File: config.mk
export PLATFORM = sky130hd
export DESIGN_NAME = fpu_add_subtract_sp_flat
export DESIGN_NICKNAME = d
export VERILOG_FILES = /design/src/rtl/fpu_add_subtract_sp_pkg.sv /design/src/rtl/fpu_add_subtract_sp_if.sv /design/src/rtl/fpu_add_subtract_sp_lzd.sv /design/src/rtl/fpu_add_subtract_sp.sv /design/src/flat_wrapper.sv
export SDC_FILE = /design/constraint.sdc
export NUM_CORES = 1
export LEC_CHECK = 0
export CORE_ASPECT_RATIO = 1.4
export CORE_MARGIN = 10
export CORE_UTILIZATION = 43
export DETAILED_ROUTE_END_ITERATION = 10
export HOLD_SLACK_MARGIN = 0.06
export PLACE_DENSITY = 0.66
export RECOVER_POWER = 50
export SYNTH_ARGS = -nofsm -noshare
export SYNTH_HDL_FRONTEND = slang
export SYNTH_SLANG_ARGS = --single-unit
File: constraint.sdc
create_clock -name clk -period 4.9 [get_ports clk]
set_input_delay 0.735 -clock clk [delete_from_list [all_inputs] [get_ports clk]]
set_output_delay 0.735 -clock clk [all_outputs]
set_load 0.02 [all_outputs]
File: src/rtl/fpu_add_subtract_sp_pkg.sv
// Shared constants and types for the single-precision add/sub unit.
// Holds field widths, bias, FSM state encoding and rounding-mode codes.
package fpu_add_pkg;

  localparam int EW   = 8;
  localparam int SW   = 23;
  localparam int BIAS = 127;
  localparam int DW   = SW + 5;

  localparam logic [1:0] RM_NEAR = 2'b00;
  localparam logic [1:0] RM_ZERO = 2'b01;
  localparam logic [1:0] RM_UP   = 2'b10;
  localparam logic [1:0] RM_DOWN = 2'b11;

  typedef enum logic [2:0] {
    S_IDLE,
    S_LOAD,
    S_ALIGN,
    S_ADD,
    S_NORM,
    S_ROUND,
    S_PACK,
    S_DONE
  } state_t;

endpackage

File: src/rtl/fpu_add_subtract_sp_if.sv
// Host <-> add/sub unit bundle: start/abort, operands, mode and results.
// master = host sequencer, slave = the add/sub unit.
interface fpu_add_subtract_sp_if;
  import fpu_add_pkg::*;

  logic                beg_FSM;
  logic                rst_FSM;
  logic [EW+SW:0]      Data_X;
  logic [EW+SW:0]      Data_Y;
  logic                add_subt;
  logic [1:0]          r_mode;
  logic                overflow_flag;
  logic                underflow_flag;
  logic                ready;
  logic [EW+SW:0]      final_result_ieee;

  modport master (
    output beg_FSM, rst_FSM, Data_X, Data_Y,
    output add_subt, r_mode,
    input  overflow_flag, underflow_flag,
    input  ready, final_result_ieee
  );

  modport slave (
    input  beg_FSM, rst_FSM, Data_X, Data_Y,
    input  add_subt, r_mode,
    output overflow_flag, underflow_flag,
    output ready, final_result_ieee
  );

endinterface

File: src/rtl/fpu_add_subtract_sp_lzd.sv
// Combinational leading-zero counter over the 28-bit add datapath.
// Ports: val (datapath word) -> cnt (zeros above the top set bit, 28 if none).
module fpu_lzd
  import fpu_add_pkg::*;
(
  input  logic [DW-1:0] val,
  output logic [4:0]    cnt
);

  always_comb begin
    cnt = 5'(DW);
    for (int i = 0; i < DW; i++) begin
      if (val[i]) cnt = 5'(DW - 1 - i);
    end
  end

endmodule

File: src/rtl/fpu_add_subtract_sp.sv
// Multi-cycle IEEE single add/sub: LOAD/ALIGN/ADD/NORM/ROUND/PACK/DONE.
// Ports: clk, rst (sync, high), bus (slave: start/abort, operands, results).
module fpu_add_subtract_sp
  import fpu_add_pkg::*;
(
  input logic                 clk,
  input logic                 rst,
  fpu_add_subtract_sp_if.slave bus
);

  state_t state, state_nx;

  logic [31:0]   x_q, y_q;
  logic          op_q;
  logic [1:0]    rm_q;

  logic          sign_a, sub_q;
  logic [7:0]    exp_a, exp_b;
  logic [23:0]   man_a, man_b;
  logic          spec_q, spec_ovf_q;
  logic [31:0]   spec_res_q;

  logic [DW-1:0] b_al, sum_q, norm_q;
  logic [9:0]    exp_n, exp_r;
  logic [22:0]   man_r;

  logic [31:0]   res_p;
  logic          ovf_p, unf_p;

  // FSM
  always_ff @(posedge clk) begin
    if (rst) state <= S_IDLE;
    else     state <= state_nx;
  end

  always_comb begin
    state_nx = state;
    if (bus.rst_FSM) begin
      state_nx = S_IDLE;
    end else begin
      unique case (state)
        S_IDLE:  if (bus.beg_FSM) state_nx = S_LOAD;
        S_LOAD:  state_nx = S_ALIGN;
        S_ALIGN: state_nx = S_ADD;
        S_ADD:   state_nx = S_NORM;
        S_NORM:  state_nx = S_ROUND;
        S_ROUND: state_nx = S_PACK;
        S_PACK:  state_nx = S_DONE;
        S_DONE:  state_nx = S_DONE;
        default: state_nx = S_IDLE;
      endcase
    end
  end

  // LOAD: effective signs, swap larger magnitude into A, classify
  logic        sx, sy, swap;
  logic        xz, yz, xi, yi;
  logic [31:0] a_w, b_w;
  logic        sa;
  logic        ld_spec, ld_ovf;
  logic [31:0] ld_res;

  always_comb begin
    sx   = x_q[31];
    sy   = y_q[31] ^ op_q;
    swap = y_q[30:0] > x_q[30:0];
    a_w  = swap ? y_q : x_q;
    b_w  = swap ? x_q : y_q;
    sa   = swap ? sy : sx;
    xz   = x_q[30:23] == 8'h00;
    yz   = y_q[30:23] == 8'h00;
    xi   = x_q[30:23] == 8'hff;
    yi   = y_q[30:23] == 8'hff;
    ld_spec = 1'b0;
    ld_ovf  = 1'b0;
    ld_res  = 32'h0;
    if (xi | yi) begin
      ld_spec = 1'b1;
      ld_ovf  = 1'b1;
      ld_res  = {sa, 8'hff, 23'h0};
    end else if (xz & yz) begin
      ld_spec = 1'b1;
      ld_res  = {sx & sy, 31'h0};
    end else if (xz | yz) begin
      // the nonzero operand always wins the swap
      ld_spec = 1'b1;
      ld_res  = {sa, a_w[30:0]};
    end else if (x_q[30:0] == y_q[30:0] && sx != sy) begin
      ld_spec = 1'b1;
      ld_res  = {rm_q == RM_DOWN, 31'h0};
    end
  end

  // ALIGN: right shift B with guard/round/sticky
  logic [7:0]    sh;
  logic [DW-1:0] b_ext, b_shr, b_mask, b_nx;

  always_comb begin
    sh     = exp_a - exp_b;
    b_ext  = {1'b0, man_b, 3'b000};
    b_shr  = b_ext >> sh;
    b_mask = (28'd1 << sh) - 28'd1;
    if (sh >= 8'd26) b_nx = 28'd1;
    else b_nx = {b_shr[DW-1:1], b_shr[0] | (|(b_ext & b_mask))};
  end

  // NORM: carry -> shift right, else left by (lz-1)
  logic [4:0]    lz;
  logic [4:0]    lsh;
  logic [DW-1:0] norm_nx;
  logic [9:0]    exp_nx;

  fpu_lzd u_lzd (
    .val (sum_q),
    .cnt (lz)
  );

  always_comb begin
    lsh = lz - 5'd1;
    if (sum_q[DW-1]) begin
      norm_nx = {1'b0, sum_q[DW-1:2], sum_q[1] | sum_q[0]};
      exp_nx  = {2'b00, exp_a} + 10'd1;
    end else begin
      norm_nx = sum_q << lsh;
      exp_nx  = {2'b00, exp_a} - {5'b0, lsh};
    end
  end

  // ROUND
  logic        g, r, s, lsb, inc;
  logic [24:0] rnd;

  always_comb begin
    g   = norm_q[2];
    r   = norm_q[1];
    s   = norm_q[0];
    lsb = norm_q[3];
    inc = 1'b0;
    unique case (rm_q)
      RM_NEAR: inc = g & (r | s | lsb);
      RM_ZERO: inc = 1'b0;
      RM_UP:   inc = (g | r | s) & ~sign_a;
      RM_DOWN: inc = (g | r | s) & sign_a;
      default: inc = 1'b0;
    endcase
    rnd = {1'b0, norm_q[26:3]} + {24'h0, inc};
  end

  // PACK
  logic [31:0] pk_res;
  logic        pk_ovf, pk_unf;

  always_comb begin
    pk_ovf = 1'b0;
    pk_unf = 1'b0;
    pk_res = {sign_a, exp_r[7:0], man_r};
    if (spec_q) begin
      pk_res = spec_res_q;
      pk_ovf = spec_ovf_q;
    end else if ($signed(exp_r) >= 10'sd255) begin
      pk_res = {sign_a, 8'hff, 23'h0};
      pk_ovf = 1'b1;
    end else if ($signed(exp_r) <= 10'sd0) begin
      pk_res = {sign_a, 31'h0};
      pk_unf = 1'b1;
    end
  end

  // datapath registers, each stage loads in its own state
  always_ff @(posedge clk) begin
    if (rst) begin
      x_q <= '0; y_q <= '0; op_q <= 1'b0; rm_q <= '0;
      sign_a <= 1'b0; sub_q <= 1'b0;
      exp_a <= '0; exp_b <= '0; man_a <= '0; man_b <= '0;
      spec_q <= 1'b0; spec_ovf_q <= 1'b0; spec_res_q <= '0;
      b_al <= '0; sum_q <= '0; norm_q <= '0;
      exp_n <= '0; exp_r <= '0; man_r <= '0;
      res_p <= '0; ovf_p <= 1'b0; unf_p <= 1'b0;
    end else begin
      unique case (state)
        S_IDLE: if (bus.beg_FSM && !bus.rst_FSM) begin
          x_q  <= bus.Data_X;
          y_q  <= bus.Data_Y;
          op_q <= bus.add_subt;
          rm_q <= bus.r_mode;
        end
        S_LOAD: begin
          sign_a     <= sa;
          sub_q      <= sx ^ sy;
          exp_a      <= a_w[30:23];
          exp_b      <= b_w[30:23];
          man_a      <= {1'b1, a_w[22:0]};
          man_b      <= {1'b1, b_w[22:0]};
          spec_q     <= ld_spec;
          spec_ovf_q <= ld_ovf;
          spec_res_q <= ld_res;
        end
        S_ALIGN: b_al <= b_nx;
        S_ADD: begin
          if (sub_q) sum_q <= {1'b0, man_a, 3'b000} - b_al;
          else       sum_q <= {1'b0, man_a, 3'b000} + b_al;
        end
        S_NORM: begin
          norm_q <= norm_nx;
          exp_n  <= exp_nx;
        end
        S_ROUND: begin
          exp_r <= rnd[24] ? exp_n + 10'd1 : exp_n;
          man_r <= rnd[24] ? rnd[23:1] : rnd[22:0];
        end
        S_PACK: begin
          res_p <= pk_res;
          ovf_p <= pk_ovf;
          unf_p <= pk_unf;
        end
        default: ;
      endcase
    end
  end

  // outputs register one edge after DONE is entered
  always_ff @(posedge clk) begin
    if (rst || bus.rst_FSM) begin
      bus.ready             <= 1'b0;
      bus.final_result_ieee <= '0;
      bus.overflow_flag     <= 1'b0;
      bus.underflow_flag    <= 1'b0;
    end else if (state == S_DONE) begin
      bus.ready             <= 1'b1;
      bus.final_result_ieee <= res_p;
      bus.overflow_flag     <= ovf_p;
      bus.underflow_flag    <= unf_p;
    end
  end

endmodule

File: src/flat_wrapper.sv
// flat-port wrapper written by rule: the top's interface ports become plain ports
module fpu_add_subtract_sp_flat import fpu_add_pkg::*;
  (clk, rst, bus_beg_FSM, bus_rst_FSM, bus_Data_X, bus_Data_Y, bus_add_subt, bus_r_mode, bus_overflow_flag, bus_underflow_flag, bus_ready, bus_final_result_ieee);
  fpu_add_subtract_sp_if bus_i ();
  input logic clk;
  input logic rst;
  input wire logic [$bits(bus_i.beg_FSM)-1:0] bus_beg_FSM;
  input wire logic [$bits(bus_i.rst_FSM)-1:0] bus_rst_FSM;
  input wire logic [$bits(bus_i.Data_X)-1:0] bus_Data_X;
  input wire logic [$bits(bus_i.Data_Y)-1:0] bus_Data_Y;
  input wire logic [$bits(bus_i.add_subt)-1:0] bus_add_subt;
  input wire logic [$bits(bus_i.r_mode)-1:0] bus_r_mode;
  output wire logic [$bits(bus_i.overflow_flag)-1:0] bus_overflow_flag;
  output wire logic [$bits(bus_i.underflow_flag)-1:0] bus_underflow_flag;
  output wire logic [$bits(bus_i.ready)-1:0] bus_ready;
  output wire logic [$bits(bus_i.final_result_ieee)-1:0] bus_final_result_ieee;
  assign bus_i.beg_FSM = bus_beg_FSM;
  assign bus_i.rst_FSM = bus_rst_FSM;
  assign bus_i.Data_X = bus_Data_X;
  assign bus_i.Data_Y = bus_Data_Y;
  assign bus_i.add_subt = bus_add_subt;
  assign bus_i.r_mode = bus_r_mode;
  assign bus_overflow_flag = bus_i.overflow_flag;
  assign bus_underflow_flag = bus_i.underflow_flag;
  assign bus_ready = bus_i.ready;
  assign bus_final_result_ieee = bus_i.final_result_ieee;
  fpu_add_subtract_sp u_core (.clk(clk), .rst(rst), .bus(bus_i));
endmodule
==> flow_metrics.tcl <==
set metrics [dict create \
    dpl_cell_area_sq_um 23400 \
    cts.hold.buffers_added 0 \
    clockBufferDepth 3 \
    syn-instance-count 2831 \
    finalCritPeriodShare_pct 89.7 \
    dp_cells 3417 \
    grt_pass1_wl_mm 115 \
    slew_violations 157 \
    endpoint_kind "flop" \
    worstSetupPathType "reg2reg" \
    ys_types 98 \
    synth-seq-area-share_pct 33.1 \
    cts_tree "yes" \
    dr.first_iter.drc_count 1607 \
    power_density_nw_per_um2 312 \
    ioPinCount 106 \
    final_area_sq_um 24600 \
    firstDrtPassIters 5 \
    post_cts_resized 0 \
    nets 2978 \
    synth.cell_area_sq_um 22000 \
    layout.cells.non_filler 3486 \
    startpoint_type "flop" \
    combPwrFrac_pct 20.3 \
    antenna_cells 0 \
    drc 0 \
    row_count 98 \
    p_int_mw 5.33 \
    max_stage_delay_ps 600 \
    fin_total_pwr_mw 7.67 \
    synthArstFlopShare_pct 0 \
    routedWlPerCell_um 21.4 \
    globalRouteTotalUtil_pct 23.9 \
    yosysTopAreaCellShare_pct 33.1 \
    ys_seq_elements 363 \
    place_congestion 1.01 \
    root_buffer "clkbuf_16" \
    hold_violations 0 \
    p_seq_share_pct 40.6 \
    vdd_ir_drop_max_uv 285 \
    synth_edf_count 0 \
    whs_ps 454 \
    die_width_um 211 \
    clk_latency_ps 560 \
    fp.dieH_um 287 \
    p_sw_share_pct 30.5 \
    routed-via-count 20800 \
    power_frac_clock_pct 39.1 \
    via_per_inst 5.95 \
    numCtsBuffers 38 \
    cap_violations 2 \
    htreeDepth 2 \
    slew_headroom_pct -79.3 \
    skew_ps 15.5 \
    syn_to_final_growth_pct 12.0 \
    antenna_found_initial 0 \
    tightest_slew_ps 2690 \
    required_ps 5310 \
    max_clock_freq_ghz 0.228 \
    p_leak_nw 9.01 \
    worst_slack_ps 507 \
    rsz0062_at_grt "no" \
    preCtsSetupSlack_ps 599 \
    final_layout_size_suffix_gt1_share_pct 6.88 \
    grt_max_degree 118 \
    synth_nets 3002 \
    cts_sinks 363 \
    design.core.area_sq_um 50900 \
    cp_common_cell "inv_1" \
    ant_nets 0 \
    violations "capacitance limit, slew limit" \
    p_switching_mw 2.34 \
    worst_path_max_delay_cell "a211oi_2" \
    yosys.cell_count.top_type "nand2_1" \
    synth_top_flop_cell "dfxtp_1" \
    ys_warn_count 0 \
    setup_violations 0 \
    period_minus_slack_ps 4390 \
    fin_util_pct 48.4 \
    synth_top_area_cell "dfxtp_1" \
    path_max_fanout 7 \
    hpwl_mm 56.8 \
    outcome "complete, but fails checks" \
    fillers 4963 \
    start_util_pct 43.2 \
    grt-ovfl-total 0 \
    yosys-top-cells-count "429 x nand2_1, 363 x dfxtp_1, 292 x nor2_1" \
    clk_pin_slew_ps 60 \
    numPortBuffers 105 \
    die_area_sq_um 60700 \
    fin_setup_tns_ps 0 \
    crit_chain "inv_1 > ha_1 > inv_1 > fa_1 > a211oi_1 > o21ai_1 > a211oi_2 > inv_1 > a211oi_2 > a211oi_1 > or4_1 > nor4_1 > a31oi_1" \
    synth_area_per_cell_sq_um 7.76 \
    cts_setup_buffers 0 \
    cp.arrival_ps 4800 \
    drt-total-wl_mm 74.5 \
    hold_class "reg2reg" \
    synth_area_leaders "dfxtp_1 33%, nand2_1 7.3%, a21oi_1 5.6%, ha_1 5.5%, nor2_1 5.0%" \
    grt_pass1_vias 20200 \
]
-- sequential cells by signal, summed over array words and instances (netlist names), 24 cells and up --
register and flops:
u_core.man_b 24, u_core.x_q 32, u_core.norm_q 27, u_core.bus.final_result_ieee 32
u_core.sum_q 28, u_core.y_q 32, u_core.b_al 27, u_core.res_p 32
u_core.spec_res_q 32
-- critical path: cells and delay by family, from the launching register on --
family | cells | cell delay (ps)
buffers and inverters | 3 | 450
and+or+nand+nor | 2 | 610
adders and majority gates | 2 | 700
DFF | 1 | 410
AOI/OAI and AO/OA | 6 | 2070
-- cell families (layout without fill, tap and decap cells) --
kind of cell	count (synthesis)	after routing	synth area share, %
buf+inv	337	342	6.12
simple gates	1049	1049	21.3
compound gates	774	774	23.3
mux	140	140	7.59
flops	363	363	33.1
fa+ha+maj	102	102	5.89
xor+xnor	66	66	2.75
-- path summary, 6_finish.rpt --
| path | from | endpoint | slack [ps] | cells past startpoint |
|---|---|---|---|---|
| setup / recovery | u_core.exp_a[0]$_SDFFE_PP0P_ | u_core.b_al[0]$_SDFFE_PP0P_ | 510 | 13 |
| hold / removal | u_core.bus.overflow_flag$_SDFFE_PP0P_ | u_core.bus.overflow_flag$_SDFFE_PP0P_ | 450 | 2 |
| setup reg to reg | u_core.exp_a[0]$_SDFFE_PP0P_ | u_core.b_al[0]$_SDFFE_PP0P_ | 510 | 13 |
| hold reg to reg | u_core.bus.overflow_flag$_SDFFE_PP0P_ | u_core.bus.overflow_flag$_SDFFE_PP0P_ | 450 | 2 |
-- area by class of cell --
class | instances | area, sq um | area share [%]
Clock buffer | 53 | 1100 | 4.46
Clock inverter | 16 | 179 | 0.727
Inverter | 115 | 439 | 1.78
Multi-Input combinational cell | 2131 | 13400 | 54.4
Sequential cell | 363 | 7270 | 29.5
Tap cell | 650 | 813 | 3.30
Timing Repair Buffer | 158 | 1420 | 5.76
-- power groups by stage --
| stage | Combinational (mW) | Sequential, mW | Clock, mW |
|---|---|---|---|
| floorplan | 1.11 | 3.13 | 0 |
| global placement | 1.53 | 3.17 | 0 |
| detailed placement | 1.54 | 3.18 | 0 |
| CTS | 1.55 | 3.11 | 3.06 |
| global route | 1.70 | 3.12 | 3.17 |
| finish | 1.56 | 3.11 | 3.00 |
-- layer usage --
metal,vias to the layer above,track usage [%],part of all wire [%]
li1,10100,-,-
met1,9878,25.7,38
met2,620,43.3,51
met3,200,2.78,4.3
met4,0,16.0,7.1
met5,-,0,0
-- layout by cell type (no fill, tap or decap), types with 21 or more instances in the layout --
cell,instances
a21oi_1,248
a22oi_1,21
buf_4,45
inv_1,110
a221oi_1,22
nand3_1,68
nor2_1,291
xnor2_1,34
nand4_1,26
ha_1,97
a31oi_1,44
a21o_1,24
dlygate4sd3_1,35
o211ai_1,21
nor3_1,69
a211oi_1,120
nand2_1,429
mux2i_1,107
o21ai_0,110
xor2_1,28
clkbuf_16,39
or3_1,21
clkdlybuf4s50_1,69
dfxtp_1,363
Power figures use the tool's default switching activity.
